--- src/rtl/vga_timing_param.sv ---
// rtl/vga_timing_param.sv - parametrised VGA timing generator with two-stage pixel pipeline
// Optional feature: VGA_TEST_PATTERN_EN adds TP_SEL, which replaces PIXEL with an X^Y pattern.
module vga_timing_param #(
  parameter int   COLOR_W  = 8,
  parameter int   H_ACTIVE = 640,
  parameter int   H_FP     = 16,
  parameter int   H_SYNC   = 96,
  parameter int   H_BP     = 48,
  parameter int   V_ACTIVE = 480,
  parameter int   V_FP     = 10,
  parameter int   V_SYNC   = 2,
  parameter int   V_BP     = 33,
  parameter logic HS_POL   = 1'b0,
  parameter logic VS_POL   = 1'b0,
  parameter int   CNT_W    = 11
) (
  input  logic               CLK,
  input  logic               RESET,
  input  logic               CE,
  input  logic [COLOR_W-1:0] PIXEL,
`ifdef VGA_TEST_PATTERN_EN
  input  logic               TP_SEL,
`endif
  output logic               PIXEL_REQ,
  output logic [CNT_W-1:0]   X,
  output logic [CNT_W-1:0]   Y,
  output logic               FRAME_START,
  output logic               HSYNC,
  output logic               VSYNC,
  output logic [COLOR_W-1:0] COLOR,
  output logic               PIXEL_EN
);

  localparam int H_TOTAL = H_ACTIVE + H_FP + H_SYNC + H_BP;
  localparam int V_TOTAL = V_ACTIVE + V_FP + V_SYNC + V_BP;

  localparam logic [CNT_W-1:0] H_LAST = CNT_W'(H_TOTAL - 1);
  localparam logic [CNT_W-1:0] V_LAST = CNT_W'(V_TOTAL - 1);
  localparam logic [CNT_W-1:0] H_ACT  = CNT_W'(H_ACTIVE);
  localparam logic [CNT_W-1:0] V_ACT  = CNT_W'(V_ACTIVE);
  localparam logic [CNT_W-1:0] HS_BEG = CNT_W'(H_ACTIVE + H_FP);
  localparam logic [CNT_W-1:0] HS_END = CNT_W'(H_ACTIVE + H_FP + H_SYNC);
  localparam logic [CNT_W-1:0] VS_BEG = CNT_W'(V_ACTIVE + V_FP);
  localparam logic [CNT_W-1:0] VS_END = CNT_W'(V_ACTIVE + V_FP + V_SYNC);

  logic [CNT_W-1:0]   h_cnt_q, h_cnt_d;
  logic [CNT_W-1:0]   v_cnt_q, v_cnt_d;
  logic               req_q, req_d;
  logic [CNT_W-1:0]   x_q, x_d;
  logic [CNT_W-1:0]   y_q, y_d;
  logic               fs_q, fs_d;
  logic               hs1_q, hs1_d;
  logic               vs1_q, vs1_d;
  logic [COLOR_W-1:0] color_q, color_d;
  logic               en_q, en_d;
  logic               hs_q, hs_d;
  logic               vs_q, vs_d;

  logic               active;
  logic [COLOR_W-1:0] pix_src;

  assign active = (h_cnt_q < H_ACT) && (v_cnt_q < V_ACT);

`ifdef VGA_TEST_PATTERN_EN
  // Pattern uses the stage-1 coordinates, which line up with the pixel being captured.
  assign pix_src = TP_SEL ? COLOR_W'(x_q ^ y_q) : PIXEL;
`else
  assign pix_src = PIXEL;
`endif

  always_comb begin
    h_cnt_d = h_cnt_q;
    v_cnt_d = v_cnt_q;
    req_d   = req_q;
    x_d     = x_q;
    y_d     = y_q;
    fs_d    = fs_q;
    hs1_d   = hs1_q;
    vs1_d   = vs1_q;
    color_d = color_q;
    en_d    = en_q;
    hs_d    = hs_q;
    vs_d    = vs_q;
    if (CE) begin
      if (h_cnt_q == H_LAST) begin
        h_cnt_d = '0;
        v_cnt_d = (v_cnt_q == V_LAST) ? '0 : v_cnt_q + 1'b1;
      end else begin
        h_cnt_d = h_cnt_q + 1'b1;
      end
      req_d = active;
      if (active) begin
        x_d = h_cnt_q;
        y_d = v_cnt_q;
      end
      fs_d  = (h_cnt_q == '0) && (v_cnt_q == '0);
      hs1_d = (h_cnt_q >= HS_BEG) && (h_cnt_q < HS_END);
      vs1_d = (v_cnt_q >= VS_BEG) && (v_cnt_q < VS_END);
      en_d    = req_q;
      color_d = req_q ? pix_src : '0;
      hs_d    = hs1_q ? HS_POL : ~HS_POL;
      vs_d    = vs1_q ? VS_POL : ~VS_POL;
    end
  end

  always_ff @(posedge CLK or posedge RESET) begin
    if (RESET) begin
      h_cnt_q <= '0;
      v_cnt_q <= '0;
      req_q   <= 1'b0;
      x_q     <= '0;
      y_q     <= '0;
      fs_q    <= 1'b0;
      hs1_q   <= 1'b0;
      vs1_q   <= 1'b0;
      color_q <= '0;
      en_q    <= 1'b0;
      hs_q    <= ~HS_POL;
      vs_q    <= ~VS_POL;
    end else begin
      h_cnt_q <= h_cnt_d;
      v_cnt_q <= v_cnt_d;
      req_q   <= req_d;
      x_q     <= x_d;
      y_q     <= y_d;
      fs_q    <= fs_d;
      hs1_q   <= hs1_d;
      vs1_q   <= vs1_d;
      color_q <= color_d;
      en_q    <= en_d;
      hs_q    <= hs_d;
      vs_q    <= vs_d;
    end
  end

  assign PIXEL_REQ   = req_q;
  assign X           = x_q;
  assign Y           = y_q;
  assign FRAME_START = fs_q;
  assign HSYNC       = hs_q;
  assign VSYNC       = vs_q;
  assign COLOR       = color_q;
  assign PIXEL_EN    = en_q;

endmodule

--- config.mk ---
export PLATFORM = sky130hd
export DESIGN_NAME = vga_timing_param
export DESIGN_NICKNAME = d
export VERILOG_FILES = /design/src/rtl/vga_timing_param.sv
export SDC_FILE = /design/constraint.sdc
export NUM_CORES = 1
export LEC_CHECK = 0
export ABC_AREA = 1
export CAP_MARGIN = 20
export CORE_MARGIN = 8
export CORE_UTILIZATION = 40
export DETAILED_ROUTE_END_ITERATION = 10
export GPL_ROUTABILITY_DRIVEN = 0
export PLACE_DENSITY = 0.59
export SLEW_MARGIN = 25
export SYNTH_ARGS = -nofsm -noshare
export SYNTH_HDL_FRONTEND = slang
export SYNTH_SLANG_ARGS = --single-unit
--- constraint.sdc ---
create_clock -name CLK -period 3.9 [get_ports CLK]
set_clock_uncertainty 0.05 [all_clocks]
set_input_delay 0.78 -clock CLK [delete_from_list [all_inputs] [get_ports CLK]]
set_output_delay 0.78 -clock CLK [all_outputs]
set_load 0.01 [all_outputs]
==> impl_metrics.env <==
export IMPL_status="complete, no violations"
export IMPL_num_rows=31
export IMPL_yosys_warnings=0
export IMPL_tritoncts="built"
export IMPL_r2r_cells=4
export IMPL_mostFrequentLayoutCells="nand2_1 (100), dfrtp_1 (57), clkdlybuf4s50_1 (45), inv_1 (36), nor2_1 (22)"
export IMPL_period_share=0.672
export IMPL_synth_cell_type_count=29
export IMPL_cts_setup_buffers=0
export IMPL_final_common_cell="nand2_1"
export IMPL_cts_max_path_buffers=2
export IMPL_critPathCapture="Y[1]"
export IMPL_finalSetupTns_ns=0
export IMPL_slowest_stage="nand3b_4"
export IMPL_worstReg2RegStart="h_cnt_q[8]"
export IMPL_critical_path_cell_chain="clkdlybuf4s50_1, buf_4, inv_2, nor3_4, nand3b_4, nand2_1, o21ai_2"
export IMPL_leakage_nw=1.76
export IMPL_fillers=734
export IMPL_syn_cell_area_mm2=0.00295
export IMPL_remaining_drc_errors=0
export IMPL_finalSetupViolations=0
export IMPL_wl_um=6430
export IMPL_final_util=0.509
export IMPL_timing_fmax_mhz=381
export IMPL_vias=2280
export IMPL_pwr_density_cell_mw_per_mm2=415
export IMPL_regToRegEndpoint="Y[1]"
export IMPL_drt_iter0_drc=81
export IMPL_syn_to_final_growth_pct=24.4
export IMPL_cts_reportedPaths_clkPinSlew_ns=0.07
export IMPL_fp_dieArea_mm2=0.0104
export IMPL_critPathLaunch="CE"
export IMPL_netlist_instances=341
export IMPL_crit_arrival_ns=2.78
export IMPL_antenna_found_initial=0
export IMPL_finalHoldViolCount=0
export IMPL_critPathMaxFanout=42
export IMPL_ir_drop_v=0.000171
export IMPL_end_kind="flop"
export IMPL_drv_slew=0
export IMPL_viasPerCell=4.64
export IMPL_setup_slack_ns=1.28
export IMPL_seq_area_frac_synth=0.501
export IMPL_nets=402
export IMPL_syn_nets=356
export IMPL_min_path_cells=1
export IMPL_max_stage_delay_ns=0.50
export IMPL_layout_drive_gt1_share=0.163
export IMPL_fp_dieW_um=102
export IMPL_tightest_slew_ns=0.669
export IMPL_post_route_min_period_ns=2.62
export IMPL_dieHeight_um=102
export IMPL_ctsHtreeMaxLevel=3
export IMPL_antenna_diode_count=0
export IMPL_cp_start_kind="input pin"
export IMPL_maxCapViolCount=0
export IMPL_dp_hpwl_um=4650
export IMPL_clk_latency_ns=0.34
export IMPL_avgSynthCellArea_um2=8.66
export IMPL_hold_path_class="flop to flop"
export IMPL_worst_ep_required_time_ns=4.05
export IMPL_holdWs_ns=0.382
export IMPL_io_pins=46
export IMPL_numCtsBuffers=9
export IMPL_core_mm2=0.00721
export IMPL_grt_pass1_wl_um=11100
export IMPL_initial_core_util=0.409
export IMPL_rsz0062_at_grt="false"
export IMPL_crit_type="input pin to flop"
export IMPL_pre_cts_ws_ns=0.917
export IMPL_portBuffers=45
export IMPL_gr_usage_all_layers=0.136
export IMPL_wl_per_cell_um=13.1
export IMPL_cts_resized_gates=0
export IMPL_slew_headroom=0.553
export IMPL_grt_pass1_vias=2305
export IMPL_hold_buffers=0
export IMPL_cts_sinks=59
export IMPL_cts_root_buf="clkbuf_8"
export IMPL_antenna_left=0
export IMPL_synth_seq_cells=59
export IMPL_firstDrtPassIters=6
export IMPL_grt_max_degree=43
export IMPL_grt_overflow=0
export IMPL_ff2ff_setup_slack_ns=2.04
-- worst min path at each step --
| stage | from | end | slack, ns |
|---|---|---|---|
| 2_1_floorplan | hs1_q | HSYNC | 0.35 |
| 3_3_place_gp | vs1_q | VSYNC | 0.38 |
| 3_5_place_dp | hs1_q | HSYNC | 0.37 |
| 4_1_cts | vs1_q | VSYNC | 0.38 |
| 5_1_grt | vs1_q | VSYNC | 0.41 |
| 6_report | vs1_q | VSYNC | 0.38 |
-- metal layers --
| layer | wire [µm] | vias up | track usage |
|---|---|---|---|
| met5 | 0 | - | 0 |
| met4 | 112 | 0 | 0.0677 |
| met3 | 358 | 11 | 0.0368 |
| met2 | 2910 | 46 | 0.205 |
| met1 | 3060 | 1054 | 0.176 |
| li1 | - | 1169 | - |
-- flip-flops by register name, summed over array words and instances (netlist names) --
signal,flops
PIXEL_EN,1
h_cnt_q,11
X,11
vs1_q,1
FRAME_START,1
PIXEL_REQ,1
COLOR,8
v_cnt_q,11
hs1_q,1
HSYNC,1
VSYNC,1
Y,11
-- cell usage after synthesis --
library cell	n	area (µm²)
xor2_1	9	78.8
nand3_2	1	10.0
nor3_4	1	16.3
nand2_1	100	375
o21ai_0	8	40.0
nand3_1	21	105
nand3b_4	1	20.0
inv_2	4	15.0
dfrtp_1	57	1430
buf_1	1	3.75
nor2_4	1	11.3
ha_1	4	50.1
nor2_2	4	25.0
nor3_1	6	30.0
nand2_2	10	62.6
nor2_1	22	82.6
inv_1	37	139
dfstp_2	2	52.6
buf_4	1	7.51
nand4_1	9	56.3
a31oi_1	1	6.26
o2111ai_1	1	8.76
a21oi_1	1	5.00
nand3b_1	2	15.0
nand4_4	1	21.3
o21ai_1	6	30.0
buf_6	6	67.6
buf_2	5	25.0
o21ai_2	19	166
-- logic make-up after synthesis --
family / count (synthesis) / synth area share
simple gates: 179 / 0.281
flops: 59 / 0.501
buf+inv: 54 / 0.0873
compound gates: 36 / 0.0869
xor+xnor: 9 / 0.0267
fa+ha+maj: 4 / 0.0169
-- cell type report --
cell class	instances	area (µm²)	share of cell area
timing repair buffer	48	473	0.129
clock buffer	10	138	0.0375
inverter	41	154	0.0419
sequential	59	1480	0.403
multi-input combinational	228	1220	0.331
tap	99	124	0.0337
clock inverter	6	88.8	0.0242
-- critical path: cells and delay by family --
kind,cells,cell delay (ns)
and+or+nand+nor,3,0.99
AOI/OAI and AO/OA,1,0.07
buffers and inverters,3,0.91
-- per-stage QoR --
stage | instances | total power, mW | area [µm²]
2_1_floorplan | 341 | 0.850 | 2950
3_3_place_gp | 475 | 0.908 | 3450
3_5_place_dp | 475 | 0.910 | 3450
4_1_cts | 491 | 1.54 | 3670
5_1_grt | 491 | 1.61 | 3670
6_report | 491 | 1.53 | 3670
-- report_power, final --
group | switching (mW) | internal [mW]
clock | 0.249 | 0.377
combinational | 0.138 | 0.0621
sequential | 0.0486 | 0.651
total | 0.436 | 1.09
(Power assumes the default switching activity.)
